File: src/rtl/bird_column_if.sv
// Bird-column control/status bundle.
//   master : game side, drives active/freeze/press/pipe_mask and observes the bird.
//   slave  : bird_column itself.
// Ports carried:
//   active, freeze, press : play enable, game-over hold, flap button (synchronised level)
//   pipe_mask [ROWS]      : rows occupied by a pipe in this column
//   light [ROWS]          : one-hot bird position for the LED matrix
//   row                   : bird row index (0 = bottom)
//   dead, tick            : game-over flag, one-cycle game tick pulse
interface bird_column_if #(
  parameter int ROWS = 8
);
  localparam int RW = $clog2(ROWS);

  logic            active;
  logic            freeze;
  logic            press;
  logic [ROWS-1:0] pipe_mask;
  logic [ROWS-1:0] light;
  logic [RW-1:0]   row;
  logic            dead;
  logic            tick;

  modport master (
    output active, freeze, press, pipe_mask,
    input  light, row, dead, tick
  );

  modport slave (
    input  active, freeze, press, pipe_mask,
    output light, row, dead, tick
  );
endinterface

File: src/rtl/bird_column.sv
// bird_column: owns the bird's row in one LED column of the Flappy Bird game.
// Gravity accelerates the bird by one row/tick per game tick up to MAX_FALL, a
// rising edge of the button schedules a flap of FLAP_RISE rows for the next
// tick, and ceiling / floor / pipe collisions are resolved every cycle.
// Ports:
//   clk, reset : clock, synchronous active-high reset
//   bus        : bird_column_if.slave (active, freeze, press, pipe_mask in;
//                light, row, dead, tick out)
module bird_column #(
  parameter int ROWS      = 8,
  parameter int TICK_DIV  = 64,
  parameter int START_ROW = 4,
  parameter int FLAP_RISE = 2,
  parameter int MAX_FALL  = 2
) (
  input  logic          clk,
  input  logic          reset,
  bird_column_if.slave  bus
);
  localparam int RW = $clog2(ROWS);
  localparam int FW = $clog2(MAX_FALL + 1);
  localparam int CW = $clog2(TICK_DIV);
  // Wide enough that row+FLAP_RISE and row-vs-speed comparisons never wrap.
  localparam int AW = $clog2(ROWS + FLAP_RISE + MAX_FALL) + 1;

  localparam logic [RW-1:0] START_R  = RW'(START_ROW);
  localparam logic [RW-1:0] TOP_R    = RW'(ROWS - 1);
  localparam logic [RW-1:0] RISE_R   = RW'(FLAP_RISE);
  localparam logic [AW-1:0] TOP_A    = AW'(ROWS - 1);
  localparam logic [AW-1:0] RISE_A   = AW'(FLAP_RISE);
  localparam logic [FW-1:0] MAXF     = FW'(MAX_FALL);
  localparam logic [CW-1:0] CNT_LAST = CW'(TICK_DIV - 1);

  typedef enum logic [1:0] {IDLE, PLAY, DEAD} state_t;

  state_t        state_reg;
  logic [RW-1:0] row_reg;
  logic [FW-1:0] fs_reg;
  logic [CW-1:0] cnt_reg;
  logic          pend_reg;
  logic          press_q_reg;

  logic          running;
  logic          tick_w;
  logic          press_rise;
  logic          flap_now;
  logic          collide;
  logic [AW-1:0] row_wide;
  logic [AW-1:0] rise_sum;
  logic [AW-1:0] fs_wide;
  logic [FW-1:0] fs_inc;
  logic          underflow;
  logic [RW-1:0] row_flap;
  logic [RW-1:0] row_fall;

  // Play logic only advances in PLAY while enabled and not held.
  assign running    = (state_reg == PLAY) && bus.active && !bus.freeze;
  assign tick_w     = running && (cnt_reg == CNT_LAST);
  assign press_rise = bus.press && !press_q_reg;
  assign flap_now   = pend_reg || press_rise;
  assign collide    = running && bus.pipe_mask[row_reg];

  always_comb begin
    row_wide  = AW'(row_reg);
    rise_sum  = row_wide + RISE_A;
    fs_inc    = (fs_reg >= MAXF) ? MAXF : fs_reg + FW'(1);
    fs_wide   = AW'(fs_inc);
    underflow = row_wide < fs_wide;
    // Both results are only used when they fit in RW bits.
    row_flap  = (rise_sum > TOP_A) ? TOP_R : row_reg + RISE_R;
    row_fall  = row_reg - RW'(fs_inc);
  end

  always_ff @(posedge clk) begin
    if (reset) begin
      press_q_reg <= 1'b0;
      state_reg   <= IDLE;
      row_reg     <= START_R;
      fs_reg      <= '0;
      cnt_reg     <= '0;
      pend_reg    <= 1'b0;
    end else begin
      press_q_reg <= bus.press;
      if (!bus.active) begin
        state_reg <= IDLE;
        row_reg   <= START_R;
        fs_reg    <= '0;
        cnt_reg   <= '0;
        pend_reg  <= 1'b0;
      end else begin
        case (state_reg)
          IDLE: state_reg <= PLAY;
          PLAY: begin
            if (!bus.freeze) begin
              if (collide) begin
                // Collision beats a coincident tick: row/speed/counter hold.
                state_reg <= DEAD;
              end else begin
                cnt_reg <= (cnt_reg == CNT_LAST) ? '0 : cnt_reg + CW'(1);
                if (tick_w) begin
                  pend_reg <= 1'b0;
                  if (flap_now) begin
                    row_reg <= row_flap;
                    fs_reg  <= '0;
                  end else begin
                    fs_reg <= fs_inc;
                    if (underflow) begin
                      row_reg   <= '0;
                      state_reg <= DEAD;
                    end else begin
                      row_reg <= row_fall;
                    end
                  end
                end else if (press_rise) begin
                  pend_reg <= 1'b1;
                end
              end
            end
          end
          DEAD: ;
          default: state_reg <= IDLE;
        endcase
      end
    end
  end

  generate
    for (genvar gi = 0; gi < ROWS; gi++) begin : g_light
      assign bus.light[gi] = (row_reg == RW'(gi));
    end
  endgenerate

  assign bus.row  = row_reg;
  assign bus.dead = (state_reg == DEAD);
  assign bus.tick = tick_w;
endmodule

File: src/flat_wrapper.sv
// flat-port wrapper written by rule: the top's interface ports become plain ports
module bird_column_flat 
#(
  parameter int ROWS      = 8,
  parameter int TICK_DIV  = 64,
  parameter int START_ROW = 4,
  parameter int FLAP_RISE = 2,
  parameter int MAX_FALL  = 2
)
  (clk, reset, bus_active, bus_freeze, bus_press, bus_pipe_mask, bus_light, bus_row, bus_dead, bus_tick);
  bird_column_if #(.ROWS(ROWS)) bus_i ();
  input  logic clk;
  input  logic reset;
  input wire logic [$bits(bus_i.active)-1:0] bus_active;
  input wire logic [$bits(bus_i.freeze)-1:0] bus_freeze;
  input wire logic [$bits(bus_i.press)-1:0] bus_press;
  input wire logic [$bits(bus_i.pipe_mask)-1:0] bus_pipe_mask;
  output wire logic [$bits(bus_i.light)-1:0] bus_light;
  output wire logic [$bits(bus_i.row)-1:0] bus_row;
  output wire logic [$bits(bus_i.dead)-1:0] bus_dead;
  output wire logic [$bits(bus_i.tick)-1:0] bus_tick;
  assign bus_i.active = bus_active;
  assign bus_i.freeze = bus_freeze;
  assign bus_i.press = bus_press;
  assign bus_i.pipe_mask = bus_pipe_mask;
  assign bus_light = bus_i.light;
  assign bus_row = bus_i.row;
  assign bus_dead = bus_i.dead;
  assign bus_tick = bus_i.tick;
  bird_column #(.ROWS(ROWS), .TICK_DIV(TICK_DIV), .START_ROW(START_ROW), .FLAP_RISE(FLAP_RISE), .MAX_FALL(MAX_FALL)) u_core (.clk(clk), .reset(reset), .bus(bus_i));
endmodule
File: config.mk
export PLATFORM = sky130hd
export DESIGN_NAME = bird_column_flat
export DESIGN_NICKNAME = d
export VERILOG_FILES = /design/src/rtl/bird_column_if.sv /design/src/rtl/bird_column.sv /design/src/flat_wrapper.sv
export SDC_FILE = /design/constraint.sdc
export NUM_CORES = 1
export LEC_CHECK = 0
export CAP_MARGIN = 20
export CORE_ASPECT_RATIO = 0.75
export CORE_MARGIN = 4
export CORE_UTILIZATION = 36
export DETAILED_ROUTE_END_ITERATION = 10
export PLACE_DENSITY = 0.71
export SLEW_MARGIN = 25
export SYNTH_ARGS = -nofsm -noshare
export SYNTH_HDL_FRONTEND = slang
export SYNTH_SLANG_ARGS = --single-unit
File: constraint.sdc
create_clock -name clk -period 2.5 [get_ports clk]
set_clock_uncertainty 0.05 [all_clocks]
set_input_delay 0.375 -clock clk [delete_from_list [all_inputs] [get_ports clk]]
set_output_delay 0.375 -clock clk [all_outputs]
set_load 0.005 [all_outputs]
==> results of run 1 <==
-- what timing repair did --
action / 4_1_cts / 5_1_grt
hold buffers: 0 / 0
setup endpoints to repair: 0 / 1
resized for setup: 0 / 1
-- final cells by class --
type                       instances  area share, %
tap                               36           3.35
clock inverter                     1          0.372
multi-input combinational         95           47.3
clock buffer                       3           3.07
sequential                        15           22.3
timing repair buffer              31           21.9
inverter                           6           1.67
-- kinds of logic after synthesis --
kind of cell    count (synthesis)  share of synthesized area (%)
flops                          15                           30.1
simple gates                   50                           26.9
xor+xnor                        1                          0.878
compound gates                 32                           21.7
buf+inv                        12                           6.15
mux                             6                           6.02
fa+ha+maj                       6                           8.28
-- Yosys cell counts --
library cell   n  share of area [%]
dfxtp_1       15                 30
nand2_1       11                4.1
nor2_1         9                3.4
a21oi_1        7                3.5
nor3_1         7                3.5
o21ai_0        7                3.5
inv_1          6                2.3
mux2i_1        6                6.0
nand3_1        6                3.0
ha_1           5                6.3
a31oi_1        4                2.5
and3_1         4                2.5
nor2b_1        4                2.5
o211ai_1       4                3.0
clkbuf_1       3                1.1
a211oi_1       2                1.5
a311oi_1       2                1.8
buf_6          2                2.3
nor3b_2        2                2.5
or4_1          2                1.5
a2bb2oi_1      1               0.88
a31o_2         1               0.88
a32oi_1        1               0.88
buf_2          1               0.50
fa_1           1                2.0
nand2b_1       1               0.63
nand4b_1       1               0.88
o211a_4        1                1.8
o21a_1         1               0.75
o31ai_1        1               0.75
or2_2          1               0.63
or3_2          1               0.75
or3b_2         1               0.88
xnor2_1        1               0.88
-- worst paths after layout --
| check | start | to |
|---|---|---|
| min reg2reg | u_core.state_reg[1]$_SDFFE_PP0P_ | u_core.state_reg[0]$_SDFFE_PP0P_ |
| max reg2reg | u_core.bus.row[0]$_SDFFE_PP0P_ | u_core.state_reg[1]$_SDFFE_PP0P_ |
| min | u_core.state_reg[1]$_SDFFE_PP0P_ | u_core.state_reg[0]$_SDFFE_PP0P_ |
| max | u_core.cnt_reg[0]$_SDFFE_PP0P_ | bus_tick |
-- metrics by stage --
stage	hold slack (ns)	utilization (%)	cell area, um2	power, uW
2_1_floorplan	0.397	-	997	274
3_3_place_gp	0.413	49.5	1300	303
3_5_place_dp	0.428	49.5	1300	304
4_1_cts	0.438	51.3	1350	510
5_1_grt	0.452	51.3	1350	526
6_report	0.436	51.3	1350	503
-- metal layers --
metal	wire (um)	up-vias	track usage, %
li1	-	509	-
met1	1320	464	22.6
met2	1260	15	26.6
met3	86	2	4.38
met4	10	0	6.15
met5	0	-	0
-- worst register-to-register path, cell delays in order, from the launching register on --
cell,delay [ns]
dfxtp_1,0.46
buf_4,0.21
mux2i_1,0.08
a32oi_1,0.35
o211ai_1,0.34
a211oi_1,0.41
o21a_1,0.15
-- where the power goes --
group	total [uW]	switching [uW]	internal, uW
sequential	242	1.17	241
clock	204	93.0	111
combinational	57.0	27.7	29.3
==> impl_results.html, run 1 <==
<table>
<tr><th>Metric</th><th>Value</th></tr>
<tr><th colspan="2">Clock tree</th></tr>
<tr><td>Post-CTS Setup Bufs</td><td>0</td></tr>
<tr><td>CTS Root Buffer Type</td><td>clkbuf_8</td></tr>
<tr><td>TritonCTS buffer count</td><td>3</td></tr>
<tr><td>Post-CTS clock slew at the launch and capture registers of the worst setup and hold paths</td><td>0.07 ns</td></tr>
<tr><td>Worst-skew pair later-pin latency</td><td>0.25 ns</td></tr>
<tr><td>Number of H-tree branching levels</td><td>1</td></tr>
<tr><td>CTS Sinks</td><td>15</td></tr>
<tr><td>Clock tree from TritonCTS</td><td>yes</td></tr>
<tr><td>Clk buf depth</td><td>2</td></tr>
<tr><th colspan="2">Global route</th></tr>
<tr><td>Largest net degree at the start of global routing</td><td>15</td></tr>
<tr><td>Congestion Overflow GR</td><td>0</td></tr>
<tr><td>First-pass GRT wire length</td><td>4600 um</td></tr>
<tr><td>Vias in the first global route</td><td>1002</td></tr>
<tr><td>Global-route usage over all layers</td><td>17.0%</td></tr>
<tr><td>Number of antenna violations at the first check in global routing</td><td>0</td></tr>
<tr><th colspan="2">Placement</th></tr>
<tr><td>Post-Place Setup Slack</td><td>0.220 ns</td></tr>
<tr><td>Total placed cells including tap cells</td><td>183</td></tr>
<tr><td>Port Buffers</td><td>25</td></tr>
<tr><td>Routability-driven placement congestion ratio</td><td>0.820</td></tr>
<tr><td>Detail Placement HPWL</td><td>2120 um</td></tr>
<tr><th colspan="2">Hold path</th></tr>
<tr><td>Min-Delay Path Class</td><td>reg -&gt; reg</td></tr>
<tr><td>Worst hold path depth</td><td>1</td></tr>
<tr><th colspan="2">Timing</th></tr>
<tr><td>Shortest clock period the worst path allows after layout</td><td>2.40 ns</td></tr>
<tr><td>Least-Margin Pin Slew</td><td>0.589 ns</td></tr>
<tr><td>Highest Clock Rate</td><td>0.416 GHz</td></tr>
<tr><td>Final setup fails</td><td>0</td></tr>
<tr><td>Number of hold violations in the final report</td><td>0</td></tr>
<tr><td>Worst Slack Setup Final</td><td>0.0987 ns</td></tr>
<tr><td>Unrepaired setup endpoints after global routing</td><td>no</td></tr>
<tr><td>Number of slew-limit violations in the final report</td><td>0</td></tr>
<tr><td>Rel. slew slack</td><td>60.5%</td></tr>
<tr><td>Tcrit/Tclk final</td><td>96.1%</td></tr>
<tr><td>TNS Setup</td><td>0 ns</td></tr>
<tr><th colspan="2">Logic synthesis</th></tr>
<tr><td>Yosys warnings</td><td>0</td></tr>
<tr><td>Netlist cell types</td><td>34</td></tr>
<tr><td>Cells after synthesis</td><td>122</td></tr>
<tr><td>Mapped Avg Cell Area</td><td>8.17 um2</td></tr>
<tr><td>Synth Net Count</td><td>141</td></tr>
<tr><td>Number of storage elements in the synthesis netlist</td><td>15</td></tr>
<tr><td>Share of the yosys chip area belonging to registers</td><td>30.1%</td></tr>
<tr><td>Netlist Area Pre-Place</td><td>997 um2</td></tr>
<tr><th colspan="2">Critical path</th></tr>
<tr><td>Crit-path slowest cell</td><td>clkdlybuf4s50_1</td></tr>
<tr><td>Worst reg2reg setup slack</td><td>0.39 ns</td></tr>
<tr><td>Cell-by-cell trace of the critical path</td><td>ha_1, and3_1, and3_1, and3_2, clkdlybuf4s50_1</td></tr>
<tr><td>Maximum fanout count along the critical path</td><td>5</td></tr>
<tr><td>Buffers plus inverters on the worst setup path</td><td>1</td></tr>
<tr><td>Category of the most critical setup path</td><td>reg -&gt; out</td></tr>
<tr><td>Worst setup SP type</td><td>flip-flop</td></tr>
<tr><td>Critical path required time</td><td>2.08 ns</td></tr>
<tr><td>Number of cells on the critical path</td><td>5</td></tr>
<tr><td>Number of cells on the worst reg-to-reg path</td><td>6</td></tr>
<tr><td>Data arrival time of the critical path</td><td>1.98 ns</td></tr>
<tr><td>Cell repeated most along the worst path</td><td>and3_1</td></tr>
<tr><td>Element type at the critical path end</td><td>output port</td></tr>
<tr><td>Stage delay of the slowest cell on the critical path</td><td>0.52 ns</td></tr>
<tr><td>Gate family responsible for the most delay along the worst path</td><td>simple AND/OR/NAND/NOR gates</td></tr>
<tr><th colspan="2">Outcome</th></tr>
<tr><td>Result of the run</td><td>finished clean</td></tr>
<tr><th colspan="2">Floorplanning</th></tr>
<tr><td>Die area</td><td>3680 um2</td></tr>
<tr><td>Area of the placeable core</td><td>2620 um2</td></tr>
<tr><td>Die outline height</td><td>53.6 um</td></tr>
<tr><td>Count of standard-cell rows</td><td>16</td></tr>
<tr><td>I/O pin count</td><td>26</td></tr>
<tr><td>Width of the die</td><td>68.8 um</td></tr>
<tr><td>Starting density of the core</td><td>38.0%</td></tr>
<tr><th colspan="2">Final layout</th></tr>
<tr><td>Count of nets after finishing</td><td>171</td></tr>
<tr><td>Most used cells in the layout excluding fill and tap cells</td><td>clkdlybuf4s50_1, dfxtp_1, nand2_1, nor2_1</td></tr>
<tr><td>Reg area</td><td>300 um2</td></tr>
<tr><td>Synth-to-layout area growth</td><td>35.0%</td></tr>
<tr><td>Largest register FFs</td><td>6</td></tr>
<tr><td>Antenna cell count</td><td>0</td></tr>
<tr><td>Fraction of final layout cells sized beyond drive strength 1</td><td>11.9%</td></tr>
<tr><td>Final standard cell count with taps included and fillers excluded</td><td>187</td></tr>
<tr><td>Fillers</td><td>258</td></tr>
<tr><td>Commonest non-fill, non-tap cell in the layout</td><td>clkdlybuf4s50_1</td></tr>
<tr><td>Area of combinational cells with multiple inputs</td><td>637 um2</td></tr>
<tr><th colspan="2">Detailed routing</th></tr>
<tr><td>Total wirelength of the detailed-routed design</td><td>2680 um</td></tr>
<tr><td>Routed via count</td><td>990</td></tr>
<tr><td>Number of routed nets with antenna violations</td><td>0</td></tr>
<tr><td>Post-route DRC violation count</td><td>0</td></tr>
<tr><td>Number of DRC violations after detailed-routing iteration 0</td><td>90</td></tr>
<tr><td>Via count normalized by instance count</td><td>5.29</td></tr>
<tr><td>Pre-Repair DR Iteration Count</td><td>4</td></tr>
<tr><td>WL per Instance</td><td>14.3 um</td></tr>
<tr><th colspan="2">Power</th></tr>
<tr><td>Maximum resistive drop on vdd</td><td>0.280 mV</td></tr>
<tr><td>LEAKAGE</td><td>0.000510 uW</td></tr>
<tr><td>Power density over the cells</td><td>374 nW/um2</td></tr>
<tr><th colspan="2">Job</th></tr>
<tr><td>Number of violations of the max-capacitance limit</td><td>0</td></tr>
</table>
No activity file was read; power rests on OpenSTA's default activity.
==> run 2, diff against run 1 <==
CORE_UTILIZATION = 47   (was 36)
PLACE_DENSITY = 0.87   (was 0.71)
==> impl_results.html, run 2 (synthesis results as in run 1) <==
<table>
<tr><th>Metric</th><th>Value</th></tr>
<tr><th colspan="2">Timing</th></tr>
<tr><td>Least-Margin Pin Slew</td><td>0.606 ns</td></tr>
<tr><td>Number of hold violations in the final report</td><td>0</td></tr>
<tr><td>TNS Setup</td><td>0 ns</td></tr>
<tr><td>Number of slew-limit violations in the final report</td><td>0</td></tr>
<tr><td>Rel. slew slack</td><td>59.4%</td></tr>
<tr><td>Final setup fails</td><td>0</td></tr>
<tr><td>Highest Clock Rate</td><td>0.419 GHz</td></tr>
<tr><td>Shortest clock period the worst path allows after layout</td><td>2.39 ns</td></tr>
<tr><td>Tcrit/Tclk final</td><td>95.5%</td></tr>
<tr><td>Unrepaired setup endpoints after global routing</td><td>no</td></tr>
<tr><th colspan="2">Hold path</th></tr>
<tr><td>Min-Delay Path Class</td><td>reg -&gt; reg</td></tr>
<tr><td>Worst Min Path Start</td><td>u_core.fs_reg[0]$_SDFFE_PP0P_</td></tr>
<tr><td>Worst hold path depth</td><td>2</td></tr>
<tr><td>Capture endpoint of the worst hold path</td><td>u_core.fs_reg[0]$_SDFFE_PP0P_</td></tr>
<tr><th colspan="2">Critical path</th></tr>
<tr><td>Data arrival time of the critical path</td><td>1.96 ns</td></tr>
<tr><td>Maximum fanout count along the critical path</td><td>5</td></tr>
<tr><td>Worst reg2reg setup slack</td><td>0.32 ns</td></tr>
<tr><td>Critical path required time</td><td>2.08 ns</td></tr>
<tr><td>Reg-to-Reg End</td><td>u_core.fs_reg[0]$_SDFFE_PP0P_</td></tr>
<tr><td>Worst setup SP type</td><td>flip-flop</td></tr>
<tr><td>Category of the most critical setup path</td><td>reg -&gt; out</td></tr>
<tr><td>Element type at the critical path end</td><td>output port</td></tr>
<tr><td>Number of cells on the worst reg-to-reg path</td><td>5</td></tr>
<tr><td>R2R Path Start</td><td>u_core.bus.row[0]$_SDFFE_PP0P_</td></tr>
<tr><th colspan="2">Clock tree</th></tr>
<tr><td>Clk buf depth</td><td>2</td></tr>
<tr><td>Clock tree from TritonCTS</td><td>yes</td></tr>
<tr><td>Worst-skew pair later-pin latency</td><td>0.29 ns</td></tr>
<tr><td>Post-CTS clock slew at the launch and capture registers of the worst setup and hold paths</td><td>0.08 ns</td></tr>
<tr><td>CTS Sinks</td><td>15</td></tr>
<tr><td>Number of H-tree branching levels</td><td>1</td></tr>
<tr><td>CTS Root Buffer Type</td><td>clkbuf_4</td></tr>
<tr><td>TritonCTS buffer count</td><td>3</td></tr>
<tr><td>Post-CTS Setup Bufs</td><td>0</td></tr>
<tr><th colspan="2">Detailed routing</th></tr>
<tr><td>Via count normalized by instance count</td><td>6.02</td></tr>
<tr><td>Routed via count</td><td>1041</td></tr>
<tr><td>Number of routed nets with antenna violations</td><td>0</td></tr>
<tr><td>Number of DRC violations after detailed-routing iteration 0</td><td>66</td></tr>
<tr><td>Post-route DRC violation count</td><td>0</td></tr>
<tr><td>Total wirelength of the detailed-routed design</td><td>2600 um</td></tr>
<tr><td>Pre-Repair DR Iteration Count</td><td>4</td></tr>
<tr><td>WL per Instance</td><td>15.0 um</td></tr>
<tr><th colspan="2">Floorplanning</th></tr>
<tr><td>Die outline height</td><td>47.9 um</td></tr>
<tr><td>Starting density of the core</td><td>49.5%</td></tr>
<tr><td>Area of the placeable core</td><td>2010 um2</td></tr>
<tr><td>Die area</td><td>2930 um2</td></tr>
<tr><td>I/O pin count</td><td>26</td></tr>
<tr><td>Count of standard-cell rows</td><td>14</td></tr>
<tr><td>Width of the die</td><td>61.2 um</td></tr>
<tr><th colspan="2">Placement</th></tr>
<tr><td>Port Buffers</td><td>25</td></tr>
<tr><td>Total placed cells including tap cells</td><td>169</td></tr>
<tr><td>Detail Placement HPWL</td><td>2010 um</td></tr>
<tr><td>Routability-driven placement congestion ratio</td><td>0.815</td></tr>
<tr><th colspan="2">Power</th></tr>
<tr><td>Power density over the cells</td><td>337 nW/um2</td></tr>
<tr><td>Clock network fraction of total power</td><td>31.6%</td></tr>
<tr><td>Net switching power</td><td>105 uW</td></tr>
<tr><td>LEAKAGE</td><td>0.000490 uW</td></tr>
<tr><td>Switching share of power</td><td>24.1%</td></tr>
<tr><td>Maximum resistive drop on vdd</td><td>0.296 mV</td></tr>
<tr><td>Flop pwr share</td><td>55.3%</td></tr>
<tr><td>Internal power</td><td>332 uW</td></tr>
<tr><td>Fraction of power consumed by combinational cells</td><td>13.1%</td></tr>
<tr><th colspan="2">Final layout</th></tr>
<tr><td>Largest register FFs</td><td>6</td></tr>
<tr><td>Antenna cell count</td><td>0</td></tr>
<tr><td>Synth-to-layout area growth</td><td>30.2%</td></tr>
<tr><td>Final standard cell count with taps included and fillers excluded</td><td>173</td></tr>
<tr><td>Most used cells in the layout excluding fill and tap cells</td><td>clkdlybuf4s50_1, dfxtp_1, nand2_1, nor2_1</td></tr>
<tr><td>Commonest non-fill, non-tap cell in the layout</td><td>clkdlybuf4s50_1</td></tr>
<tr><td>Fraction of final layout cells sized beyond drive strength 1</td><td>11.4%</td></tr>
<tr><td>Count of nets after finishing</td><td>169</td></tr>
<tr><th colspan="2">Outcome</th></tr>
<tr><td>Result of the run</td><td>finished clean</td></tr>
<tr><th colspan="2">Global route</th></tr>
<tr><td>Number of antenna violations at the first check in global routing</td><td>0</td></tr>
<tr><td>Largest net degree at the start of global routing</td><td>13</td></tr>
<tr><td>First-pass GRT wire length</td><td>4060 um</td></tr>
<tr><td>Global-route usage over all layers</td><td>18.7%</td></tr>
<tr><td>Vias in the first global route</td><td>944</td></tr>
<tr><td>Congestion Overflow GR</td><td>0</td></tr>
<tr><th colspan="2">Job</th></tr>
<tr><td>Number of violations of the max-capacitance limit</td><td>0</td></tr>
</table>
run 2: worst max-delay path: stages (launching register included):
cell,delay (ns)
dfxtp_1,0.35
ha_1,0.17
and3_1,0.20
and3_1,0.19
and3_2,0.25
clkdlybuf4s50_1,0.52
run 2: cell type report:
cell class / instances / area [um2]
Fill cell: 166 / 716
Inverter: 6 / 22.5
Clock buffer: 4 / 26.3
Timing Repair Buffer: 29 / 280
Sequential cell: 15 / 303
Multi-Input combinational cell: 95 / 637
Tap cell: 24 / 30.0
run 2: repair_timing:
item                                    4_1_cts  5_1_grt
endpoints found under the setup margin        0        2
hold buffers                                  0        0
resized for setup                             0        3
run 2: worst max path at each step:
stage,start,end,slack (ns),cells after the start
after floorplan,u_core.bus.row[0]$_SDFFE_PP0P_,u_core.bus.row[2]$_SDFFE_PP1P_,0.73,8
after detailed placement,bus_freeze,bus_tick,0.25,4
after CTS,u_core.cnt_reg[0]$_SDFFE_PP0P_,bus_tick,0.05,5
final,u_core.cnt_reg[1]$_SDFFE_PP0P_,bus_tick,0.11,5
after global placement,bus_freeze,bus_tick,0.26,4
after global routing,u_core.cnt_reg[1]$_SDFFE_PP0P_,bus_tick,0.01,5
run 2: stage by stage:
stage               total power [uW]  hold slack, ns  util (%)  area, um2  setup WS [ns]
floorplan                        274           0.397         -        997          0.733
global route                     454           0.467      64.5       1300         0.0113
finish                           438           0.447      64.5       1300          0.114
global placement                 302           0.407      63.0       1270          0.258
detailed placement               304           0.434      63.0       1270          0.249
CTS                              443           0.446      64.3       1290         0.0472
run 2: layer usage:
| layer | track usage [%] | routed length (um) | part of all wire (%) |
|---|---|---|---|
| met5 | 0 | 0 | 0 |
| met4 | 6.49 | 27 | 1.0 |
| met1 | 24.2 | 1130 | 44 |
| met3 | 5.12 | 206 | 7.9 |
| met2 | 30.4 | 1230 | 47 |
run 2: power by group through the flow:
| stage | logic, uW | clock network [uW] | registers, uW |
|---|---|---|---|
| CTS | 56.1 | 145 | 242 |
| finish | 57.1 | 138 | 242 |
| detailed placement | 55.9 | 0 | 248 |
| global route | 61.0 | 150 | 243 |
| global placement | 54.6 | 0 | 248 |
| floorplan | 26.3 | 0 | 248 |
==> run 3, diff against run 2 <==
RECOVER_POWER = 50   (was default)
REMOVE_ABC_BUFFERS = 1   (was default)
==> impl_results.html, run 3 (synthesis results as in run 1) <==
<table>
<tr><th>Metric</th><th>Value</th></tr>
<tr><th colspan="2">Power</th></tr>
<tr><td>Power density over the cells</td><td>345 nW/um2</td></tr>
<tr><td>LEAKAGE</td><td>0.000510 uW</td></tr>
<tr><td>Maximum resistive drop on vdd</td><td>0.306 mV</td></tr>
<tr><th colspan="2">Clock tree</th></tr>
<tr><td>Number of H-tree branching levels</td><td>1</td></tr>
<tr><td>CTS Root Buffer Type</td><td>clkbuf_4</td></tr>
<tr><td>Hold-fix buffers at CTS</td><td>0</td></tr>
<tr><td>Clk buf depth</td><td>2</td></tr>
<tr><td>Cts repair resizes</td><td>0</td></tr>
<tr><td>CTS Sinks</td><td>15</td></tr>
<tr><td>Clock tree from TritonCTS</td><td>yes</td></tr>
<tr><td>Post-CTS Setup Bufs</td><td>0</td></tr>
<tr><td>Worst-skew pair later-pin latency</td><td>0.30 ns</td></tr>
<tr><td>TritonCTS buffer count</td><td>3</td></tr>
<tr><td>Post-CTS clock slew at the launch and capture registers of the worst setup and hold paths</td><td>0.09 ns</td></tr>
<tr><th colspan="2">Placement</th></tr>
<tr><td>Detail Placement HPWL</td><td>2080 um</td></tr>
<tr><td>Port Buffers</td><td>25</td></tr>
<tr><td>Placed inst area</td><td>1280 um2</td></tr>
<tr><td>Routability-driven placement congestion ratio</td><td>0.865</td></tr>
<tr><td>Total placed cells including tap cells</td><td>170</td></tr>
<tr><th colspan="2">Critical path</th></tr>
<tr><td>Crit-path slowest cell</td><td>clkdlybuf4s50_1</td></tr>
<tr><td>Stage delay of the slowest cell on the critical path</td><td>0.51 ns</td></tr>
<tr><td>Gate family responsible for the most delay along the worst path</td><td>simple AND/OR/NAND/NOR gates</td></tr>
<tr><td>Critical path required time</td><td>2.08 ns</td></tr>
<tr><td>Buffers plus inverters on the worst setup path</td><td>1</td></tr>
<tr><td>Data arrival time of the critical path</td><td>1.97 ns</td></tr>
<tr><td>Cell repeated most along the worst path</td><td>and3_1</td></tr>
<tr><td>Element type at the critical path end</td><td>output port</td></tr>
<tr><td>Number of cells on the worst reg-to-reg path</td><td>5</td></tr>
<tr><td>R2R Path Start</td><td>u_core.bus.row[1]$_SDFFE_PP0P_</td></tr>
<tr><td>Worst setup SP type</td><td>flip-flop</td></tr>
<tr><td>Cell-by-cell trace of the critical path</td><td>ha_1, and3_1, and3_1, and3_1, clkdlybuf4s50_1</td></tr>
<tr><td>Category of the most critical setup path</td><td>reg -&gt; out</td></tr>
<tr><td>Reg-to-Reg End</td><td>u_core.state_reg[1]$_SDFFE_PP0P_</td></tr>
<tr><td>Worst reg2reg setup slack</td><td>0.37 ns</td></tr>
<tr><td>Maximum fanout count along the critical path</td><td>4</td></tr>
<tr><th colspan="2">Global route</th></tr>
<tr><td>Number of antenna violations at the first check in global routing</td><td>0</td></tr>
<tr><td>Congestion Overflow GR</td><td>0</td></tr>
<tr><td>Global-route usage over all layers</td><td>20.0%</td></tr>
<tr><td>Vias in the first global route</td><td>964</td></tr>
<tr><td>First-pass GRT wire length</td><td>4330 um</td></tr>
<tr><td>Largest net degree at the start of global routing</td><td>13</td></tr>
<tr><th colspan="2">Job</th></tr>
<tr><td>Number of violations of the max-capacitance limit</td><td>0</td></tr>
<tr><th colspan="2">Floorplanning</th></tr>
<tr><td>I/O pin count</td><td>26</td></tr>
<tr><td>Starting density of the core</td><td>49.5%</td></tr>
<tr><td>Die outline height</td><td>47.9 um</td></tr>
<tr><td>Width of the die</td><td>61.2 um</td></tr>
<tr><td>Area of the placeable core</td><td>2010 um2</td></tr>
<tr><td>Die area</td><td>2930 um2</td></tr>
<tr><td>Count of standard-cell rows</td><td>14</td></tr>
<tr><th colspan="2">Detailed routing</th></tr>
<tr><td>Routed via count</td><td>1055</td></tr>
<tr><td>WL per Instance</td><td>15.6 um</td></tr>
<tr><td>Number of DRC violations after detailed-routing iteration 0</td><td>82</td></tr>
<tr><td>Pre-Repair DR Iteration Count</td><td>6</td></tr>
<tr><td>Via count normalized by instance count</td><td>6.06</td></tr>
<tr><td>Number of routed nets with antenna violations</td><td>0</td></tr>
<tr><td>Total wirelength of the detailed-routed design</td><td>2720 um</td></tr>
<tr><td>Post-route DRC violation count</td><td>0</td></tr>
<tr><th colspan="2">Final layout</th></tr>
<tr><td>Commonest non-fill, non-tap cell in the layout</td><td>clkdlybuf4s50_1</td></tr>
<tr><td>Post-route design area</td><td>1300 um2</td></tr>
<tr><td>Fillers</td><td>169</td></tr>
<tr><td>Most used cells in the layout excluding fill and tap cells</td><td>clkdlybuf4s50_1, dfxtp_1, nand2_1, nor2_1</td></tr>
<tr><td>Fraction of final layout cells sized beyond drive strength 1</td><td>9.33%</td></tr>
<tr><td>Largest register FFs</td><td>6</td></tr>
<tr><td>Antenna cell count</td><td>0</td></tr>
<tr><td>Count of nets after finishing</td><td>170</td></tr>
<tr><td>Synth-to-layout area growth</td><td>30.1%</td></tr>
<tr><td>Final standard cell count with taps included and fillers excluded</td><td>174</td></tr>
<tr><th colspan="2">Timing</th></tr>
<tr><td>Shortest clock period the worst path allows after layout</td><td>2.40 ns</td></tr>
<tr><td>Unrepaired setup endpoints after global routing</td><td>no</td></tr>
<tr><td>Tcrit/Tclk final</td><td>95.9%</td></tr>
<tr><td>Min Hold Slack</td><td>0.442 ns</td></tr>
<tr><td>Rel. slew slack</td><td>62.1%</td></tr>
<tr><td>Number of hold violations in the final report</td><td>0</td></tr>
<tr><td>Number of slew-limit violations in the final report</td><td>0</td></tr>
<tr><td>Highest Clock Rate</td><td>0.417 GHz</td></tr>
<tr><td>Final setup fails</td><td>0</td></tr>
<tr><td>TNS Setup</td><td>0 ns</td></tr>
<tr><td>Least-Margin Pin Slew</td><td>0.566 ns</td></tr>
<tr><th colspan="2">Hold path</th></tr>
<tr><td>Capture endpoint of the worst hold path</td><td>u_core.cnt_reg[5]$_SDFFE_PP0P_</td></tr>
<tr><td>Worst Min Path Start</td><td>u_core.cnt_reg[5]$_SDFFE_PP0P_</td></tr>
<tr><td>Worst hold path depth</td><td>2</td></tr>
<tr><td>Min-Delay Path Class</td><td>reg -&gt; reg</td></tr>
<tr><th colspan="2">Outcome</th></tr>
<tr><td>Result of the run</td><td>finished clean</td></tr>
</table>
run 3: power breakdown:
part | switching [uW] | internal [uW] | total, uW
Clock | 87.1 | 62.4 | 149
Sequential | 1.26 | 241 | 242
Combinational | 27.3 | 28.9 | 56.2
Total | 116 | 332 | 448
run 3: final cells by class:
cell class                 instances  area (um2)  share of cell area, %
sequential                        15         300                   23.1
timing repair buffer              30         288                   22.2
inverter                           6        22.5                   1.74
tap                               24        30.0                   2.31
multi-input combinational         95         631                   48.6
clock buffer                       4        26.3                   2.03
run 3: worst reg2reg max path: stages, from the launching register on:
cell      delay [ns]
dfxtp_1         0.59
inv_1           0.25
a32oi_1         0.38
o211ai_1        0.33
a211oi_1        0.35
o21a_1          0.14
run 3: worst max-delay path by stage:
stage                                endpoint  cells after the start                      startpoint
6_report                             bus_tick                      5  u_core.cnt_reg[0]$_SDFFE_PP0P_
3_5_place_dp                         bus_tick                      4                      bus_freeze
3_3_place_gp                         bus_tick                      4                      bus_freeze
5_1_grt                              bus_tick                      5  u_core.cnt_reg[0]$_SDFFE_PP0P_
2_1_floorplan  u_core.bus.row[2]$_SDFFE_PP1P_                      7  u_core.bus.row[0]$_SDFFE_PP0P_
4_1_cts                              bus_tick                      5  u_core.cnt_reg[0]$_SDFFE_PP0P_
run 3: routing by layer:
layer | share of wire (%) | global-route usage [%]
met3 | 6.7 | 6.47
met2 | 51 | 32.5
met1 | 42 | 25.7
met4 | 0.59 | 5.19
met5 | 0 | 0
run 3: stage by stage:
step	setup WS, ns	total power, uW	utilization (%)
after floorplan	0.607	273	-
after global placement	0.340	302	63.4
after detailed placement	0.265	304	63.4
after CTS	0.136	446	64.7
after global routing	0.0325	459	64.4
final	0.104	448	64.4
==> patch, RTL diff (config.mk and constraints of run 3) <==
`ROWS` is set to 8 in 3 places; all go to 16.
--- a/src/rtl/bird_column_if.sv
+++ b/src/rtl/bird_column_if.sv
@@ -8,7 +8,7 @@
 //   row                   : bird row index (0 = bottom)
 //   dead, tick            : game-over flag, one-cycle game tick pulse
 interface bird_column_if #(
-  parameter int ROWS = 8
+  parameter int ROWS = 16
 );
   localparam int RW = $clog2(ROWS);
 
--- a/src/rtl/bird_column.sv
+++ b/src/rtl/bird_column.sv
@@ -7,7 +7,7 @@
 //   bus        : bird_column_if.slave (active, freeze, press, pipe_mask in;
 //                light, row, dead, tick out)
 module bird_column #(
-  parameter int ROWS      = 8,
+  parameter int ROWS      = 16,
   parameter int TICK_DIV  = 64,
   parameter int START_ROW = 4,
   parameter int FLAP_RISE = 2,
--- a/src/flat_wrapper.sv
+++ b/src/flat_wrapper.sv
@@ -1,7 +1,7 @@
 // flat-port wrapper written by rule: the top's interface ports become plain ports
 module bird_column_flat 
 #(
-  parameter int ROWS      = 8,
+  parameter int ROWS      = 16,
   parameter int TICK_DIV  = 64,
   parameter int START_ROW = 4,
   parameter int FLAP_RISE = 2,
Interface: changed (resized bus_light, bus_pipe_mask and bus_row); port bits go from 26 to 43. No check against the original RTL was run, so the function may have changed too.
==> patch against run 3 <==
  * Power up 14%
  * Sequential cell count is 1 higher
  * Final area is 27% higher
  * Synthesized area is 14% higher
  * Routed wire length grew 21%
  * Critical endpoint is now u_core.fs_reg[1]
  * Worst setup slack gained 43 ps
  * Die area up 12%
  * Non-clock buffer count up 19
==> patch: results (changes against run 3) <==
| Metric | Value |
|---|---|
| Synth area leaders | `dfxtp_1 (28%), nor2_1 (6.6%), mux4_2 (5.9%)` |
| Layout cells sized above 1 | `11.3% (+2.0 points)` |
| RePlAce Congestion | `0.826 (-4.4%)` |
| Worst slew pin tran | `516 ps (-49.8 ps)` |
| Seq power | `0.259 mW (+7%)` |
| Reg2reg start | `u_core.bus.row[0]` |
| Critical path arrival | `2510 ps (+540 ps)` |
| Top delay family on crit path | `multiplexers` |
| Hold slack | `466 ps (+24.0 ps)` |
| Placement Setup Slack | `-119 ps (-384 ps)` |
| Seq/Total Area, Yosys | `28.1% (-2.0 points)` |
| Hold_sp | `u_core.cnt_reg[2]` |
| Outcome | `completed` |
| CP max FO | `5 (+1)` |
| Largest net degree at the start of global routing | `18 (+5)` |
| Reg-to-reg slack, setup | `150 ps (-220 ps)` |
| WL final | `3280 um (+21%)` |
| Total power | `0.510 mW (+14%)` |
| Slowest cell delay on critical path | `580 ps (+70 ps)` |
| Combinational Power Share | `14.4% (+1.8 points)` |
| Final net count | `213 (+25%)` |
| Leak | `0.630 nW (+24%)` |
| First-pass GRT wire length | `5680 um (+31%)` |
| 1st-pass router iterations | `4 (-2)` |
| Library cells used by synthesis | `36 (+5.9%)` |
| Synth top cells by count | `nor2_1 (20), dfxtp_1 (16), nand2_1 (14)` |
| Hold EP | `u_core.cnt_reg[2]` |
| Gr usage total | `22.0% (+2.0 points)` |
patch: cell families (layout without fill, tap and decap cells):
family	Yosys count	in the layout	synth area share (%)
and+or+nand+nor	69	69	29.6
adders and majority gates	5	5	6.15
xor gates and xnor gates	3	3	2.31
DFF	16	16	28.1
AOI/OAI and AO/OA	29	29	16.2
buffers and inverters	12	57	5.27
muxes	7	7	12.3
patch: worst max-delay path by stage:
stage,from,end,slack [ps],cells past startpoint
finish,u_core.bus.row[0],u_core.fs_reg[1],150,6
global route,bus_freeze,bus_tick,20,5
CTS,u_core.bus.row[0],u_core.cnt_reg[2],60,5
detailed placement,bus_pipe_mask[3],u_core.cnt_reg[5],-120,7
global placement,bus_pipe_mask[3],u_core.cnt_reg[2],-70,6
floorplan,u_core.bus.row[0],u_core.bus.row[0],50,5
patch: per-stage QoR:
step	cells	TNS, ps
3_5_place_dp	216	-902
4_1_cts	220	0
2_1_floorplan	133	0
6_report	220	0
5_1_grt	220	0
3_3_place_gp	216	-390
patch: layout make-up:
class,count,area [sq um]
Multi-Input combinational cell,113,752
Tap cell,34,42.5
Fill cell,195,666
Inverter,4,15.0
Clock buffer,4,36.3
Timing Repair Buffer,49,473
Sequential cell,16,324
patch: routing by layer:
| metal | vias to the layer above | wire length [um] | GRT usage (%) |
|---|---|---|---|
| met3 | 6 | 126 | 4.25 |
| met5 | - | 0 | 0 |
| met2 | 33 | 1690 | 38.2 |
| li1 | 592 | - | - |
| met4 | 0 | 48 | 3.51 |
| met1 | 616 | 1410 | 28.8 |
patch: tightest hold or removal path, stage by stage, from the launching register on:
cell,delay (ps)
dfxtp_1,340
o21ai_0,80
a21oi_1,60
